==> src/rtl/multi_tone_osc_pkg.sv <==
// multi_tone_osc_pkg: shared defaults and the channel-address width helper for the tone oscillator
package multi_tone_osc_pkg;
  localparam int DEF_NCH = 3;
  localparam int DEF_WIDTH = 32;
  function automatic int aw_of(input int n);
    return (n > 1) ? $clog2(n) : 1;
  endfunction
endpackage

==> src/rtl/multi_tone_osc_tone_chan.sv <==
// multi_tone_osc_tone_chan: one square-wave channel with a boundary-synchronised period update
//   clk, rst_n : clock and asynchronous active-low reset
//   wr         : this channel is the target of the write strobe
//   wr_data    : new half-period in clk cycles
//   en         : run enable (level)
//   tone       : square-wave output, 2*P cycle period
//   sync       : one-cycle pulse in the cycle tone first reads 1
//   upd_pend   : a written period is waiting for its boundary
module multi_tone_osc_tone_chan #(
  parameter int WIDTH = 32
) (
  input  logic             clk,
  input  logic             rst_n,
  input  logic             wr,
  input  logic [WIDTH-1:0] wr_data,
  input  logic             en,
  output logic             tone,
  output logic             sync,
  output logic             upd_pend
);
  typedef logic [WIDTH-1:0] period_t;
  period_t active, pending, cnt;
  period_t active_d, pending_d, cnt_d;
  logic run, bnd, bypass, load, tone_d, upd_d;
  // The >= compare keeps the counter bounded even if active shrinks under it.
  // An idle channel takes its pending period on the next edge, except when a
  // fresh write arrives in the same cycle: that write becomes the new pending.
  always_comb begin
    run = en && (active != '0);
    bnd = run && (cnt >= active - period_t'(1));
    bypass = bnd && wr;
    load = upd_pend && !wr && (bnd || !run);
    cnt_d = (run && !bnd) ? cnt + period_t'(1) : '0;
    tone_d = run ? (tone ^ bnd) : 1'b0;
    active_d = bypass ? wr_data : load ? pending : active;
    pending_d = (wr && !bypass) ? wr_data : pending;
    upd_d = (bypass || load) ? 1'b0 : wr ? 1'b1 : upd_pend;
  end
  always_ff @(posedge clk or negedge rst_n) begin
    if (!rst_n) begin
      active <= '0;
      pending <= '0;
      cnt <= '0;
      tone <= 1'b0;
      sync <= 1'b0;
      upd_pend <= 1'b0;
    end else begin
      active <= active_d;
      pending <= pending_d;
      cnt <= cnt_d;
      tone <= tone_d;
      sync <= tone_d & ~tone;
      upd_pend <= upd_d;
    end
  end
endmodule

==> src/rtl/multi_tone_osc.sv <==
// multi_tone_osc: N-channel square-wave tone generator with run-time programmable half-periods
//   clk, rst_n : clock and asynchronous active-low reset
//   wr_en      : single-cycle period write strobe
//   wr_addr    : channel index; indices >= NCH are ignored
//   wr_data    : new half-period in clk cycles (0 parks the channel)
//   chan_en    : per-channel run enable
//   tone_out   : square-wave outputs
//   sync_out   : one-cycle pulse on each rising edge of tone_out
//   upd_pend   : per-channel pending-period flag
//   mix_out    : registered count of tone_out bits high (only when TONE_MIX_EN is defined)
module multi_tone_osc
  import multi_tone_osc_pkg::*;
#(
  parameter int NCH = DEF_NCH,
  parameter int WIDTH = DEF_WIDTH,
  localparam int AW = aw_of(NCH)
) (
  input  logic             clk,
  input  logic             rst_n,
  input  logic             wr_en,
  input  logic [AW-1:0]    wr_addr,
  input  logic [WIDTH-1:0] wr_data,
  input  logic [NCH-1:0]   chan_en,
  output logic [NCH-1:0]   tone_out,
  output logic [NCH-1:0]   sync_out,
  output logic [NCH-1:0]   upd_pend
`ifdef TONE_MIX_EN
  ,
  output logic [$clog2(NCH+1)-1:0] mix_out
`endif
);
  for (genvar i = 0; i < NCH; i++) begin : g_ch
    multi_tone_osc_tone_chan #(.WIDTH(WIDTH)) u_chan (
      .clk      (clk),
      .rst_n    (rst_n),
      .wr       (wr_en && (wr_addr == AW'(i))),
      .wr_data  (wr_data),
      .en       (chan_en[i]),
      .tone     (tone_out[i]),
      .sync     (sync_out[i]),
      .upd_pend (upd_pend[i])
    );
  end
`ifdef TONE_MIX_EN
  localparam int MW = $clog2(NCH + 1);
  logic [MW-1:0] ones;
  always_comb begin
    ones = '0;
    for (int k = 0; k < NCH; k++) ones = ones + MW'(tone_out[k]);
  end
  always_ff @(posedge clk or negedge rst_n) begin
    if (!rst_n) mix_out <= '0;
    else mix_out <= ones;
  end
`endif
endmodule
==> config.mk <==
export PLATFORM = sky130hd
export DESIGN_NAME = multi_tone_osc
export DESIGN_NICKNAME = d
export VERILOG_FILES = /design/src/rtl/multi_tone_osc_pkg.sv /design/src/rtl/multi_tone_osc_tone_chan.sv /design/src/rtl/multi_tone_osc.sv
export SDC_FILE = /design/constraint.sdc
export NUM_CORES = 1
export LEC_CHECK = 0
export CAP_MARGIN = 30
export CELL_PAD_IN_SITES_DETAIL_PLACEMENT = 0
export CELL_PAD_IN_SITES_GLOBAL_PLACEMENT = 1
export CORE_ASPECT_RATIO = 1.75
export CORE_UTILIZATION = 24
export CTS_BUF_LIST = sky130_fd_sc_hd__clkbuf_4 sky130_fd_sc_hd__clkbuf_8
export CTS_CLUSTER_SIZE = 12
export DETAILED_ROUTE_END_ITERATION = 7
export MAX_ROUTING_LAYER = met4
export PLACE_DENSITY = 0.52
export SLEW_MARGIN = 40
export SYNTH_ARGS = -nofsm -noshare
export SYNTH_HDL_FRONTEND = slang
export SYNTH_SLANG_ARGS = --single-unit
==> constraint.sdc <==
create_clock -name clk -period 5.68 [get_ports clk]
set_input_delay 0.568 -clock clk [delete_from_list [all_inputs] [get_ports clk]]
set_output_delay 0.568 -clock clk [all_outputs]
set_load 0.03 [all_outputs]
### Word-level counts from Yosys, hierarchy flattened

Index checks and enable logic that the tools add are counted.

* add/sub/neg operators: 6
* bitwise logic cells: 9
* reduce and logical (&&, ||, !) cells: 52
* multiplexer cells: 18
* equality and inequality tests: 2
* magnitude comparators: 3

Operator list (count)
* $mux W32: 9
* $add A32 B1 Y32 const B: 3
* $ge A32 B32 Y1: 3
* $reduce_bool A32 Y1: 3
* $sub A32 B1 Y32 const B: 3
* $logic_and A1 B1 Y1: 24
* $logic_not A1 Y1: 12
* $reduce_bool A2 Y1: 6
* $mux W1: 9
* $logic_or A1 B1 Y1: 6
* $and A1 B1 Y1: 3
* $not A1 Y1: 3
* $xor A1 B1 Y1: 3
* $eq A2 B1 Y1 const B: 1
* $eq A2 B2 Y1 const B: 1
* $logic_not A2 Y1: 1

* bits in registers: 297
* bits of input ports: 40
* output and inout bits: 9
* logic and storage cells: 108

### Depth between registers and ports, before layout

* depth in word-level cells: 7
* gate-level depth with buffers: 18
* gate-level depth less buffers: 16

### Cells and area by module

From an unflattened synthesis, not the netlist that was laid out.

* cells, all modules: 1656
* area, all modules: 17264.1 um^2

Modules (own cells, without submodules)
* multi_tone_osc_tone_chan (g_ch[1].u_chan): instances 1, area an instance 5865.6 um^2, cells each 556, seq. area each 2477.4 um^2
* multi_tone_osc_tone_chan (g_ch[2].u_chan): instances 1, area an instance 5820.6 um^2, cells each 582, seq. area each 2477.4 um^2
* multi_tone_osc_tone_chan (g_ch[0].u_chan): instances 1, area an instance 5547.8 um^2, cells each 515, seq. area each 2477.4 um^2
* multi_tone_osc: instances 1, area an instance 30.0 um^2, cells each 3, seq. area each 0.0 um^2

### Worst setup path after synthesis

OpenSTA, ideal clock, no wires.

* path type: register to register
* start point: register g_ch[1].u_chan.active[2]
* end point: register g_ch[1].u_chan.active[10]
* arrival: 4662 ps
* clock period less this slack: 4761 ps
* stages on the path, launching flop included: 18
* required time: 5581 ps
* path slack: 919 ps
* library setup time: 99 ps
* path buffers: 2
* path through: dfrtp_1 > or3_4 > or4_4 > or2_1 > or3_4 > nand3b_4 > nor4_2 > xnor2_1 > ha_1 > nand4_1 > nor2_1 > a221o_1 > a211o_1 > a21oi_1 > clkbuf_1 > clkbuf_1 > nor3_1 > a311oi_1

* word-level cells in the longest chain between the ends: 6
* elaborated cells on any way between the ends: 11
* those cells by class: add/sub (1); order compare (1); mux (1); reduce/logical (8)

RTL lines
* start, declared: line multi_tone_osc_tone_chan.sv:22 `period_t active, pending, cnt;`
* start signal, assigned: line multi_tone_osc_tone_chan.sv:48 `active <= active_d;`
* $sub A32 B1 Y32 / $reduce_bool A32 Y1 (equally long branches): line multi_tone_osc_tone_chan.sv:30, multi_tone_osc_tone_chan.sv:29
* $ge A32 B32 Y1 / $logic_and A1 B1 Y1 (equally long branches): line multi_tone_osc_tone_chan.sv:30, multi_tone_osc_tone_chan.sv:29
* $logic_and A1 B1 Y1 / $logic_not A1 Y1 (equally long branches): line multi_tone_osc_tone_chan.sv:30, multi_tone_osc_tone_chan.sv:32
* $logic_or A1 B1 Y1: line multi_tone_osc_tone_chan.sv:32 `load = upd_pend && !wr && (bnd || !run);`
* $logic_and A1 B1 Y1: line multi_tone_osc_tone_chan.sv:32
* $reduce_bool A2 Y1 (no source line)

Several ways; a longest one is shown, not always the timed one.
A chain may end at the register's enable or synchronous reset.

### Final worst setup path

* start point: register g_ch[1].u_chan.active[2]
* end point: register g_ch[1].u_chan.pending[5]

* word-level cells in the longest chain between the ends: 6
* elaborated cells on any way between the ends: 8
* those cells by class: add/sub (1); order compare (1); reduce/logical (6)

RTL lines
* $sub A32 B1 Y32 / $reduce_bool A32 Y1 (equally long branches): line multi_tone_osc_tone_chan.sv:30, multi_tone_osc_tone_chan.sv:29
* $ge A32 B32 Y1 / $logic_and A1 B1 Y1 (equally long branches): line multi_tone_osc_tone_chan.sv:30, multi_tone_osc_tone_chan.sv:29
* $logic_and A1 B1 Y1 (*): line multi_tone_osc_tone_chan.sv:30 `bnd = run && (cnt >= active - period_t'(1));`
* $logic_and A1 B1 Y1 (*): line multi_tone_osc_tone_chan.sv:31 `bypass = bnd && wr;`
* $logic_not A1 Y1 (*): line multi_tone_osc_tone_chan.sv:36 `pending_d = (wr && !bypass) ? wr_data : pending;`
* $logic_and A1 B1 Y1 (*): line multi_tone_osc_tone_chan.sv:36
* end signal, assigned: line multi_tone_osc_tone_chan.sv:49 `pending <= pending_d;`
* end, declared: line multi_tone_osc_tone_chan.sv:22

Every way passes the cells marked *; elsewhere a longest branch is shown, timed or not.

==> results.json <==
{
  "status": "completed",
  "cts_setup_buffers": 0,
  "netlist_top_cells_area": "dfrtp_1, ha_1, mux2_2, xnor2_1, nor2_1",
  "netlist_area_mm2": 0.0166,
  "hpwlAfterDp_mm": 34.2,
  "instances_no_fill": 2646,
  "ios": 49,
  "cts-root-buf": "clkbuf_8",
  "clk_latency_ns": 0.63,
  "power_density_mw_per_mm2": 309,
  "criticalPathCategory": "reg2reg",
  "antenna_found_initial": 1,
  "drive_gt1_share_pct": 14.1,
  "regArea_mm2": 0.00743,
  "n_fill_cell": 7165,
  "synth_top_family_by_area": "simple AND/OR/NAND/NOR gates",
  "cp_common_cell": "or3_4",
  "synth_adder_area_share_pct": 7.67,
  "initial_utilization_pct": 24.3,
  "synth-async-reset-ratio_pct": 100,
  "htreeDepth": 2,
  "route.detailed.drc": 0,
  "period_share_pct": 90.8,
  "startpoint_type": "register",
  "whs_endpoint": "g_ch[2].u_chan.sync$_DFF_PN0_",
  "synth.net_count": 1799,
  "grt_pass1_wl_mm": 75.4,
  "areaGrowthSynthToFinish_pct": 16.1,
  "yosys.area.top_type": "dfrtp_1",
  "rows": 127,
  "synth_mux_area_share_pct": 6.98,
  "hold_buffers": 1,
  "path_max_fanout": 33,
  "dp_slack_ns": 0.571,
  "rr_worst_depth": 16,
  "cts.clk_slew.worst_paths_ns": 0.06,
  "tightest_slew_ns": 0.816,
  "setup_violations": 0,
  "synth-simple-area-share_pct": 15.3,
  "cellLeakagePower_nw": 8.15,
  "synth_flop_cell": "dfrtp_1",
  "hold_class": "reg2reg",
  "layout_min_cycle_time_ns": 5.16,
  "port-buffer-count": 48,
  "slowest_delay_ns": 0.45,
  "post_cts_resized": 0,
  "ff2ff_setup_slack_ns": 0.52,
  "critPathBufInv": 2,
  "vias": 12300,
  "cp_top_family": "simple AND/OR/NAND/NOR gates",
  "avgSynthCellArea_um2": 10.0,
  "end_kind": "register",
  "grt_setup_unrepaired": "false",
  "synth_cell_types": 68,
  "synth_xor_area_share_pct": 8.95,
  "clock_skew_ns": 0.0294,
  "holdPathStages": 1,
  "fin_setup_tns_ns": 0,
  "crit_required_ns": 6.17,
  "gp_congestion": 0.799,
  "total_power_mw": 5.96,
  "fin_nets": 1857,
  "cp_data_arrival_time_ns": 5.64,
  "relSlewSlack_pct": 45.2,
  "wl_per_cell_um": 17.7,
  "die_width_um": 201,
  "hold_viol": 0,
  "clkSinkCount": 297,
  "vdd_drop_max_uv": 169,
  "dp_cells": 2567,
  "path_cells": "or3_4 -> or4_4 -> or2_1 -> or3_4 -> nand3b_4 -> nor4_2 -> xnor2_1 -> ha_1 -> nand4_1 -> nor4_1 -> inv_1 -> nor3_1 -> a21oi_4 -> o21ai_2 -> buf_12 -> mux2_2",
  "synth_seq_cells": 297,
  "ys_warn_count": 0,
  "grt_max_degree": 140,
  "slew_violations": 0,
  "drt_wl_total_mm": 46.8,
  "synth_compound_area_share_pct": 11.7,
  "grt_overflow_total": 0,
  "synth_top_cell_area_share_pct": 44.7,
  "netlist_instances": 1657,
  "multiInputGateArea_mm2": 0.00846,
  "cts_tree": "built",
  "cts_buffers": 47,
  "die_y_um": 350,
  "slowest_stage": "nor3_1",
  "r2r_end": "g_ch[1].u_chan.pending[5]$_DFFE_PN0P_",
  "r2r-start": "g_ch[1].u_chan.active[2]$_DFFE_PN0P_",
  "grt_usage_pct": 14.1,
  "grt_pass1_vias": 13100,
  "design.die.area_mm2": 0.0704,
  "synth_edf_count": 0,
  "drt_pass1_iterations": 4,
  "final.setup.worst_slack_ns": 0.524,
  "cts_buffer_depth": 3,
  "max_freq_ghz": 0.194,
  "viasPerCell": 4.66,
  "drv_cap": 0,
  "hp-start": "g_ch[2].u_chan.tone$_DFF_PN0_",
  "core_area_mm2": 0.0685,
  "drt_iter0_markers": 571,
  "ys_seq_area_share_pct": 44.7,
  "drtAntennaViolNets": 0
}
worst max path at each step:
stage                                                startpoint                                     end  slack (ns)  cells past startpoint
after floorplan            g_ch[1].u_chan.active[2]$_DFFE_PN0P_   g_ch[1].u_chan.active[10]$_DFFE_PN0P_        0.92                     17
final                      g_ch[1].u_chan.active[2]$_DFFE_PN0P_   g_ch[1].u_chan.pending[5]$_DFFE_PN0P_        0.52                     16
after CTS                 g_ch[2].u_chan.active[11]$_DFFE_PN0P_  g_ch[2].u_chan.pending[10]$_DFFE_PN0P_        0.52                     18
after detailed placement  g_ch[2].u_chan.active[11]$_DFFE_PN0P_  g_ch[2].u_chan.pending[10]$_DFFE_PN0P_        0.57                     18
after global placement    g_ch[2].u_chan.active[12]$_DFFE_PN0P_  g_ch[2].u_chan.pending[10]$_DFFE_PN0P_        0.58                     18
after global routing       g_ch[2].u_chan.active[0]$_DFFE_PN0P_  g_ch[2].u_chan.pending[11]$_DFFE_PN0P_        0.31                     20
Yosys cell counts (all sizes together), types with 4 or more instances:
library cell    n
dfrtp         297
nor2          160
xnor2         114
inv           110
ha            102
mux2           96
a21oi          78
nand2          77
nor3           67
nand3          61
o22ai          58
xor2           56
buf            44
a211oi         34
nand4          33
a31oi          32
clkbuf         32
a311oi         31
o21ai          28
nor4           26
and3           15
or3            15
or4            11
or2             9
and2            8
mux2i           8
and4            6
a21o            5
nor3b           5
nor2b           4
worst reg2reg max path, cell delays in order, from the launching register on:
cell	delay [ns]
dfrtp_1	0.42
or3_4	0.44
or4_4	0.43
or2_1	0.28
or3_4	0.41
nand3b_4	0.22
nor4_2	0.32
xnor2_1	0.11
ha_1	0.29
nand4_1	0.15
nor4_1	0.40
inv_1	0.09
nor3_1	0.45
a21oi_4	0.21
o21ai_2	0.20
buf_12	0.23
mux2_2	0.40
per-layer routing:
| metal | routed length (um) | up-vias | GRT usage [%] | share of wire [%] |
|---|---|---|---|---|
| met3 | 1060 | 91 | 1.46 | 2.3 |
| met4 | 1970 | 0 | 6.28 | 4.2 |
| met2 | 25800 | 181 | 26.7 | 55 |
| li1 | - | 6025 | - | - |
| met1 | 18000 | 6025 | 14.4 | 38 |
| met5 | 0 | - | - | 0 |
through the flow:
stage	util, %	instance area [um^2]	hold slack, ns
floorplan	-	16600	0.272
global placement	26.7	18300	0.458
detailed placement	26.7	18300	0.467
CTS	28.2	19300	0.478
global route	28.2	19300	0.497
finish	28.2	19300	0.474
power by group:
group,switching [mW],internal [mW]
Clock,0.900,1.06
Combinational,0.626,0.560
Sequential,0.333,2.47
cells in the final DEF, fill, tap and decap left out, types with 8 or more instances in the layout:
cell type | synthesis | routed
or3_1 | 12 | 12
a211oi_1 | 34 | 34
nor2_1 | 160 | 160
nor3_1 | 67 | 66
a311oi_1 | 31 | 31
a31oi_1 | 32 | 32
clkdlybuf4s50_1 | 0 | 47
or4_1 | 9 | 9
buf_12 | 0 | 10
a21oi_2 | 10 | 10
nand3_1 | 61 | 61
nand2_1 | 76 | 76
clkbuf_8 | 0 | 56
nand4_1 | 33 | 33
mux2i_1 | 8 | 8
xnor2_1 | 114 | 114
a21oi_1 | 68 | 67
clkbuf_4 | 0 | 14
and3_1 | 15 | 15
inv_1 | 110 | 110
o21ai_0 | 23 | 23
buf_4 | 12 | 25
dfrtp_1 | 297 | 297
ha_1 | 102 | 102
nor4_1 | 24 | 24
mux2_2 | 90 | 90
o22ai_1 | 58 | 58
xor2_1 | 56 | 56
layout make-up:
class | count | area share, %
multi-input cells | 1173 | 43.8
flip-flops and latches | 297 | 38.5
well taps | 903 | 5.85
repair buffers | 85 | 4.72
clock buffers | 70 | 4.54
inverters | 111 | 2.16
clock inverters | 6 | 0.415
diodes | 1 | 0.0130
cell families (layout without fill, tap and decap cells):
logic type,count (synthesis),in the layout
and+or+nand+nor,506,506
buffers and inverters,187,272
DFF,297,297
muxes,104,104
adders and majority gates,102,102
xor gates and xnor gates,170,170
other,0,1
AOI/OAI and AO/OA,291,291
sequential cells by signal, indices dropped and copies added (netlist names):
| signal | count |
|---|---|
| g_ch.u_chan.cnt | 96 |
| g_ch.u_chan.active | 96 |
| g_ch.u_chan.pending | 96 |
| g_ch.u_chan.upd_pend | 3 |
| g_ch.u_chan.tone | 3 |
| g_ch.u_chan.sync | 3 |
Note: power is estimated with default switching activity, not from simulation.
